[config.mk]
export PLATFORM = sky130hd
export DESIGN_NAME = mem_arbiter
export DESIGN_NICKNAME = d
export VERILOG_FILES = /design/src/rtl/mem_arbiter.sv
export SDC_FILE = /design/constraint.sdc
export NUM_CORES = 1
export LEC_CHECK = 0
export ABC_AREA = 1
export CAP_MARGIN = 10
export CORE_AREA = 5 5 105 107
export CTS_CLUSTER_DIAMETER = 80
export DETAILED_ROUTE_END_ITERATION = 8
export DIE_AREA = 0 0 110 112
export PLACE_DENSITY = 0.91
export SLEW_MARGIN = 20
export SYNTH_ARGS = -nofsm -noshare
export SYNTH_HDL_FRONTEND = slang
export SYNTH_SLANG_ARGS = --single-unit
[constraint.sdc]
create_clock -name clk -period 3.5 [get_ports clk]
set_clock_uncertainty 0.2 [all_clocks]
set_input_delay 0.35 -clock clk [delete_from_list [all_inputs] [get_ports clk]]
set_output_delay 0.35 -clock clk [all_outputs]
set_load 0.02 [all_outputs]
[src/rtl/mem_arbiter.sv]
// mem_arbiter: shares the single memory bus port between instruction fetch (IF)
// and the load/store path (LS). One transaction outstanding at a time; LS has
// priority with a bounded burst so fetch cannot starve. Builds byte enables and
// lane-replicated store data, and aligns/extends load data on the way back.
module mem_arbiter #(
    parameter int unsigned LS_BURST_MAX = 4
) (
    input  logic        clk,
    input  logic        rst_n,

    input  logic        if_req_i,
    input  logic [31:0] if_addr_i,
    output logic        if_gnt_o,
    output logic        if_rvalid_o,
    output logic [31:0] if_rdata_o,

    input  logic        ls_req_i,
    input  logic        ls_rw_i,
    input  logic [1:0]  ls_width_i,
    input  logic        ls_rdtype_i,
    input  logic [31:0] ls_addr_i,
    input  logic [31:0] ls_wdata_i,
    output logic        ls_gnt_o,
    output logic        ls_err_o,
    output logic        ls_rvalid_o,
    output logic [31:0] ls_rdata_o,

    output logic        bus_req_o,
    output logic        bus_we_o,
    output logic [31:0] bus_addr_o,
    output logic [3:0]  bus_be_o,
    output logic [31:0] bus_wdata_o,
    input  logic        bus_gnt_i,
    input  logic        bus_rvalid_i,
    input  logic [31:0] bus_rdata_i
);

    localparam logic [3:0] BurstMax = 4'(LS_BURST_MAX);

    // Width encoding from the control unit.
    localparam logic [1:0] WidthByte = 2'd1;
    localparam logic [1:0] WidthHalf = 2'd2;
    localparam logic [1:0] WidthWord = 2'd3;

    typedef enum logic [1:0] {
        StIdle,
        StWaitI,
        StWaitD
    } state_e;

    state_e      state_q, state_d;
    logic [3:0]  starve_q, starve_d;
    // Lock holds the selection while bus_req_o is up but not yet granted.
    logic        lock_q, lock_d;
    logic        lock_ls_q, lock_ls_d;
    // LS transaction attributes kept for the response phase.
    logic        rw_q, rw_d;
    logic        rdtype_q, rdtype_d;
    logic [1:0]  width_q, width_d;
    logic [1:0]  off_q, off_d;

    logic        sel_if;
    logic        sel_ls;
    logic        ls_bad;
    logic        bus_req;
    logic [3:0]  ls_be;
    logic [31:0] ls_wdata;
    logic [31:0] ld_shift;
    logic [31:0] ld_data;

    // Fetch addresses are word aligned by contract; low bits carry no meaning.
    logic unused_if_addr;
    assign unused_if_addr = ^if_addr_i[1:0];

    // Requester selection in IDLE: lock first, then LS priority bounded by starve count.
    always_comb begin
        sel_if = 1'b0;
        sel_ls = 1'b0;
        if (state_q == StIdle) begin
            if (lock_q) begin
                sel_ls = lock_ls_q && ls_req_i;
                sel_if = !lock_ls_q && if_req_i;
            end else if (if_req_i && ls_req_i) begin
                if (starve_q == BurstMax) begin
                    sel_if = 1'b1;
                end else begin
                    sel_ls = 1'b1;
                end
            end else if (if_req_i) begin
                sel_if = 1'b1;
            end else if (ls_req_i) begin
                sel_ls = 1'b1;
            end
        end
    end

    // Reject invalid widths and misaligned half/word accesses.
    always_comb begin
        ls_bad = 1'b0;
        unique case (ls_width_i)
            WidthByte: ls_bad = 1'b0;
            WidthHalf: ls_bad = ls_addr_i[0];
            WidthWord: ls_bad = (ls_addr_i[1:0] != 2'b00);
            default:   ls_bad = 1'b1;
        endcase
    end

    assign bus_req = sel_if || (sel_ls && !ls_bad);

    // Store byte enables and lane-replicated write data; loads read the full word.
    always_comb begin
        ls_be    = 4'b1111;
        ls_wdata = ls_wdata_i;
        if (!ls_rw_i) begin
            unique case (ls_width_i)
                WidthByte: begin
                    ls_be    = 4'b0001 << ls_addr_i[1:0];
                    ls_wdata = {4{ls_wdata_i[7:0]}};
                end
                WidthHalf: begin
                    ls_be    = 4'b0011 << ls_addr_i[1:0];
                    ls_wdata = {2{ls_wdata_i[15:0]}};
                end
                default: begin
                    ls_be    = 4'b1111;
                    ls_wdata = ls_wdata_i;
                end
            endcase
        end
    end

    // Load alignment and sign/zero extension from the registered attributes.
    always_comb begin
        ld_shift = bus_rdata_i >> {off_q, 3'b000};
        ld_data  = bus_rdata_i;
        unique case (width_q)
            WidthByte: ld_data = rdtype_q ? {24'b0, ld_shift[7:0]}
                                          : {{24{ld_shift[7]}}, ld_shift[7:0]};
            WidthHalf: ld_data = rdtype_q ? {16'b0, ld_shift[15:0]}
                                          : {{16{ld_shift[15]}}, ld_shift[15:0]};
            default:   ld_data = bus_rdata_i;
        endcase
    end

    // FSM next state, starve counter, lock and all outputs (zeroed during reset).
    always_comb begin
        state_d   = state_q;
        starve_d  = starve_q;
        lock_d    = 1'b0;
        lock_ls_d = lock_ls_q;
        rw_d      = rw_q;
        rdtype_d  = rdtype_q;
        width_d   = width_q;
        off_d     = off_q;

        if_gnt_o    = 1'b0;
        if_rvalid_o = 1'b0;
        if_rdata_o  = 32'b0;
        ls_gnt_o    = 1'b0;
        ls_err_o    = 1'b0;
        ls_rvalid_o = 1'b0;
        ls_rdata_o  = 32'b0;
        bus_req_o   = 1'b0;
        bus_we_o    = 1'b0;
        bus_addr_o  = 32'b0;
        bus_be_o    = 4'b0;
        bus_wdata_o = 32'b0;

        if (!rst_n) begin
            if_rdata_o = bus_rdata_i;

            unique case (state_q)
                StIdle: begin
                    bus_req_o = bus_req;
                    if (sel_if) begin
                        bus_addr_o = {if_addr_i[31:2], 2'b00};
                        bus_be_o   = 4'b1111;
                        if_gnt_o   = bus_gnt_i;
                        if (bus_gnt_i) begin
                            state_d = StWaitI;
                        end
                    end else if (sel_ls && ls_bad) begin
                        ls_gnt_o = 1'b1;
                        ls_err_o = 1'b1;
                    end else if (sel_ls) begin
                        bus_we_o    = !ls_rw_i;
                        bus_addr_o  = {ls_addr_i[31:2], 2'b00};
                        bus_be_o    = ls_be;
                        bus_wdata_o = ls_rw_i ? 32'b0 : ls_wdata;
                        ls_gnt_o    = bus_gnt_i;
                        if (bus_gnt_i) begin
                            state_d  = StWaitD;
                            rw_d     = ls_rw_i;
                            rdtype_d = ls_rdtype_i;
                            width_d  = ls_width_i;
                            off_d    = ls_addr_i[1:0];
                        end
                    end
                    if (bus_req && !bus_gnt_i) begin
                        lock_d    = 1'b1;
                        lock_ls_d = sel_ls;
                    end
                end
                StWaitI: begin
                    if (bus_rvalid_i) begin
                        if_rvalid_o = 1'b1;
                        state_d     = StIdle;
                    end
                end
                StWaitD: begin
                    if (bus_rvalid_i) begin
                        ls_rvalid_o = 1'b1;
                        ls_rdata_o  = rw_q ? ld_data : 32'b0;
                        state_d     = StIdle;
                    end
                end
                default: state_d = StIdle;
            endcase

            // Counts LS bus grants while fetch waits; rejections do not count.
            if (!if_req_i || if_gnt_o) begin
                starve_d = 4'd0;
            end else if (sel_ls && !ls_bad && bus_gnt_i && starve_q != BurstMax) begin
                starve_d = starve_q + 4'd1;
            end
        end
    end

    // State registers with synchronous active-high reset.
    always_ff @(posedge clk) begin
        if (rst_n) begin
            state_q   <= StIdle;
            starve_q  <= 4'd0;
            lock_q    <= 1'b0;
            lock_ls_q <= 1'b0;
            rw_q      <= 1'b0;
            rdtype_q  <= 1'b0;
            width_q   <= 2'd0;
            off_q     <= 2'd0;
        end else begin
            state_q   <= state_d;
            starve_q  <= starve_d;
            lock_q    <= lock_d;
            lock_ls_q <= lock_ls_d;
            rw_q      <= rw_d;
            rdtype_q  <= rdtype_d;
            width_q   <= width_d;
            off_q     <= off_d;
        end
    end

endmodule

* Yosys cells after proc, flatten, opt, wreduce, memory -nomap -nowiden
Cells that the tools add are included.
** Word-level totals
- Register bits after elaboration :: 14
- Bits of input ports :: 138
- Output and inout port bits :: 139
- Word-level logic and storage cells :: 124
** Cells by class
- $add $sub $neg :: 1
- Eq/ne operators :: 14
- Shift-type cells :: 3
- Muxes and demuxes :: 72
- Bitwise gates (word level) :: 3
- Reduce and logical (&&, ||, !) cells :: 23
** Operators by type and width (number)
- $mux 32 :: 18
- $pmux 32 s2 :: 2
- $mux 1 :: 37
- $shr 32x5->16 :: 1
- $mux 4 :: 6
- $mux 2 :: 6
- $reduce_and 5->1 :: 2
- $ne 3x3->1 const B :: 3
- $eq 2x2->1 const B :: 4
- $logic_and 1x1->1 :: 8
- $ne 4x3->1 const B :: 2
- $pmux 4 s2 :: 1
- $eq 2x1->1 const B :: 3
- $reduce_or 2->1 :: 3
- $logic_not 1->1 :: 5
- $add 4x1->4 const B :: 1
- $eq 4x3->1 const B :: 1
- $pmux 2 s2 :: 1
- $shl 1x2->4 const A :: 1
- $shl 2x2->4 const A :: 1
- $not 1->1 :: 3
- $pmux 1 s3 :: 1
- $logic_not 2->1 :: 1
- $logic_or 1x1->1 :: 2
- 3 further kinds :: 3

* Longest topological paths before layout
Gate-level depths: netlist of the first run.
- Depth after elaboration :: 10
- Mapped depth :: 12
- Gate-level depth less buffers :: 11

* Worst setup path after synthesis of the first run
OpenSTA, ideal clock, no wires.
- Path kind :: register to output
- Start point :: register state_q[0]
- End point :: output ls_rdata_o[21]
- Arrival :: 1.923 ns
- Required time :: 2.950 ns
- Setup slack :: 1.027 ns
- Cell stages (with the launch flop) :: 10
- Path buffers :: 1
- Cells stage by stage :: dfxtp_1 -> inv_1 -> ha_1 -> nand2_1 -> nor2_1 -> nand2_2 -> inv_1 -> nand2_1 -> buf_2 -> a21oi_1
** On the way
- Longest elaborated chain between the ends :: 3
** Ends and longest elaborated chain
- start: declaration :: RTL line 51 : state_e state_q, state_d;
- start signal: assignment :: RTL line 232 : state_q <= StIdle;
- start signal: assignment :: RTL line 241 : state_q <= state_d;
- $eq 2x2->1 :: RTL line 172 : unique case (state_q)
- $mux 32 :: RTL line 172
- $mux 32 :: RTL line 169 : if (!rst_n) begin
- end: declaration :: RTL line 26 : output logic [31:0] ls_rdata_o,
Every way passes these cells.

* Final worst setup path of the first run
- Start point :: input ls_width_i[0]
- End point :: output bus_wdata_o[7]
** On the way
- Longest elaborated chain between the ends :: 7
- Elaborated cells on any way between the ends :: 9
- Those cells by class :: eq/ne: 3; mux: 5; reduce/logical: 1
** Ends and longest elaborated chain
- start: declaration :: RTL line 19 : input logic [1:0] ls_width_i,
- $eq 2x2->1 or $eq 2x1->1 (tied branches) :: RTL line 100 : unique case (ls_width_i)
- $pmux 1 s3 * :: RTL line 100
- $logic_and 1x1->1 * :: RTL line 182 : end else if (sel_ls && ls_bad) begin
- $mux 32 * :: RTL line 182
- $mux 32 * :: RTL line 175 : if (sel_if) begin
- $mux 32 * :: RTL line 172
- $mux 32 * :: RTL line 169
- end: declaration :: RTL line 32 : output logic [31:0] bus_wdata_o,
Mark *: on every way between the ends. The rest lies on a longest branch, timed or not.

==> flow_metrics.py, run 1 <==
metrics = {
    "clock_tree": {
        "cts.clk_slew.worst_paths_ns": 0.06,
        "htree_levels": 1,
        "cts_buffers": 3,
        "post_cts_buffers": 0,
        "clk_latency_ns": 0.24,
        "cts.sinks": 14,
        "clock_path_buffers": 2,
        "holdBufCountCts": 0,
        "cts-root-buf": "clkbuf_8",
        "cts_tree": "built",
    },
    "route": {
        "postRouteAntennaNets": 0,
        "vias": 4697,
        "routed_wl_um": 14000,
        "drc": 0,
        "drtIter0Drc": 432,
        "first_pass_iters": 7,
        "via_per_inst": 4.86,
        "post_drt_wl_per_cell_um": 14.5,
    },
    "grt": {
        "grt_pass1_vias": 4615,
        "grt_use_total": 0.208,
        "grt_antenna_before_repair": 0,
        "grt_pass1_wl_um": 21100,
        "grt_max_degree": 33,
        "grt-ovfl-total": 0,
    },
    "logic_synthesis": {
        "synthCells": 576,
        "postSynthAreaPerCell_sq_um": 5.14,
        "synth_cell_types": 32,
        "synth_top_area_share": 0.164,
        "ys_warn_count": 0,
        "ys_top_cells_by_area": "a21oi_1 (16%), nor2_1 (14%), nand2_1 (14%)",
        "synth_area_sq_um": 2960,
        "synth-seq-cells": 14,
        "yosysTopAreaCell": "a21oi_1",
        "seq_area_frac_synth": 0.0947,
    },
    "floorplanning": {
        "start_util": 0.295,
        "die_y_um": 112,
        "fp.dieArea_sq_um": 12300,
        "rows": 37,
        "top_level_ports": 277,
        "die_x_um": 110,
        "core-area_sq_um": 10000,
    },
    "critical_path": {
        "start_kind": "primary input",
        "path_class": "in2out",
        "critPathRequiredTime_ns": 2.95,
        "cp_common_cell": "nand2_1",
        "slowest_delay_ns": 0.62,
        "cp_max_fo": 16,
        "critPathSlowestCell": "clkdlybuf4s50_1",
        "end_kind": "output pin",
        "worstPathCellList": "clkdlybuf4s50_1, inv_1, ha_1, nand2_1, nand2_1, nand2_1, nand2_2, nor2_8, nand3_4, nor2_8, inv_4, nor2_4, clkdlybuf4s50_1",
        "cp.arrival_ns": 2.77,
    },
    "sta": {
        "max_slew_margin": 0.584,
        "period_share": 0.950,
        "timing.final.ws_setup_ns": 0.176,
        "slew_violations": 0,
        "fmax_ghz": 0.301,
        "fin_crit_ns": 3.32,
        "finalSetupViolations": 0,
        "fin_setup_tns_ns": 0,
        "worstMarginPinSlew_ns": 0.620,
        "hold_viol": 0,
    },
    "worst_hold_path": {
        "hold_path_class": "in2reg",
    },
    "power": {
        "peakVddDrop_mv": 0.109,
        "leakagePower_nw": 2.55,
        "pwr_density_cell_nw_per_um2": 183,
        "total_power_mw": 1.08,
    },
    "finish": {
        "layout-drive-gt1-share": 0.0554,
        "postLayoutCoreUtil": 0.585,
        "diodes": 0,
        "finalNetCount": 981,
        "area_delta_synth_final_pct": 98.7,
    },
    "placement": {
        "hpwl_um": 11400,
        "port_buffers": 272,
        "dp_slack_ns": 0.137,
        "place_congestion": 0.897,
    },
    "job": {
        "cap_violations": 0,
    },
    "outcome": {
        "run_status": "finished clean",
    },
}
[registers in the layout, summed over array words and instances, names as in the netlist]
register   count
state_q        2
rdtype_q       1
lock_ls_q      1
starve_q       4
width_q        2
rw_q           1
off_q          2
lock_q         1
[path summary, 6_finish.rpt]
check / startpoint / end / slack (ns) / cells after the start
max: ls_width_i[0] / bus_wdata_o[7] / 0.18 / 13
min: rst_n / state_q[0]$_SDFFE_PP0P_ / 0.27 / 4
max reg2reg: starve_q[0]$_SDFFE_PP0P_ / off_q[1]$_SDFFE_PP0P_ / 1.27 / 11
min reg2reg: width_q[1]$_SDFFE_PP0P_ / width_q[1]$_SDFFE_PP0P_ / 0.28 / 2
[kinds of logic after synthesis]
group,count (synthesis),synth area share
DFF,14,0.0947
xor gates and xnor gates,2,0.00592
and+or+nand+nor,274,0.414
buffers and inverters,109,0.150
AOI/OAI and AO/OA,165,0.288
adders and majority gates,11,0.0465
other,1,0.00127
[where the power goes]
part           internal (mW)  switching (mW)  leakage [nW]
registers              0.169         0.00526         0.114
clock network         0.0995          0.0560        0.0288
logic                  0.347           0.399          2.41
[critical path: cells and delay by family]
kind	cells	cell delay [ns]
buf+inv	4	1.32
simple gates	8	0.89
fa+ha+maj	1	0.21
[metal layers]
metal,vias to the layer above,routed length (um),track usage,share of wire
met2,252,7080,0.382,0.51
met5,-,0,0,0
met3,32,1510,0.0528,0.11
li1,2349,-,-,-
met1,2064,4970,0.221,0.36
met4,0,421,0.0815,0.030
[synthesized netlist by cell type]
library cell    n
conb_1          1
inv_4           1
nand3_2         2
o21ai_1         3
o22ai_1         8
a211oi_1        1
nor2_4         10
nand3b_1        1
buf_2           8
o21ai_0        54
nand2_2         3
inv_1          67
nor2_8          2
clkbuf_1       21
ha_1           11
nand3_1        20
nor2_1        114
a21boi_1        1
dfxtp_1        14
nand4_1         5
a21oi_1        97
nand2_1       113
nor3_1          1
nand3_4         1
buf_4           3
xor2_1          2
nand2_4         1
inv_2           5
buf_8           1
buf_1           3
a21oi_4         1
nor3b_1         1
[layout make-up]
cell class	instances	area (sq um)
fill	968	4170
tap	136	170
inverter	73	277
multi-input combinational	454	2240
timing repair buffer	286	2860
clock buffer	4	55.1
sequential	14	280
[placed cells by master (no fill, tap or decap)]
| cell | n |
|---|---|
| nand2_4 | 1 |
| a21boi_1 | 1 |
| inv_2 | 5 |
| dlymetal6s2s_1 | 7 |
| nor2_8 | 2 |
| a21oi_4 | 1 |
| nand2_2 | 4 |
| buf_2 | 1 |
| clkdlybuf4s50_1 | 264 |
| a211oi_1 | 1 |
| buf_4 | 12 |
| inv_1 | 67 |
| dfxtp_1 | 14 |
| a21oi_1 | 97 |
| buf_6 | 1 |
| clkbuf_8 | 4 |
| nand3b_1 | 1 |
| nand3_2 | 2 |
| o21ai_1 | 3 |
| buf_12 | 1 |
| ha_1 | 11 |
| inv_4 | 1 |
| xor2_1 | 2 |
| nor3b_1 | 1 |
| nand4_1 | 5 |
| nand2_1 | 112 |
| nor2_1 | 114 |
| o21ai_0 | 54 |
| nor2_4 | 10 |
| o22ai_1 | 8 |
| nor3_1 | 1 |
| nand3_4 | 1 |
| conb_1 | 2 |
| nand3_1 | 20 |
[stage by stage]
step,area [sq um],cells,hold WS [ns]
floorplan,2960,577,0.250
global placement,5800,963,0.265
detailed placement,5800,963,0.275
CTS,5860,967,0.272
global route,5880,967,0.293
finish,5880,967,0.274
[what timing repair did]
item	4_1_cts	5_1_grt
resized for setup	0	9
hold endpoints to repair	0	0
endpoints found under the setup margin	0	10
No activity file was read; power rests on OpenSTA's default activity.
==> run 2: changes to the inputs <==
- HOLD_SLACK_MARGIN: default -> 0.1
- SLEW_MARGIN: 20 -> default
==> results of run 2 <==
Same layout as run 1: the final DEF is identical, and so are final timing and power.
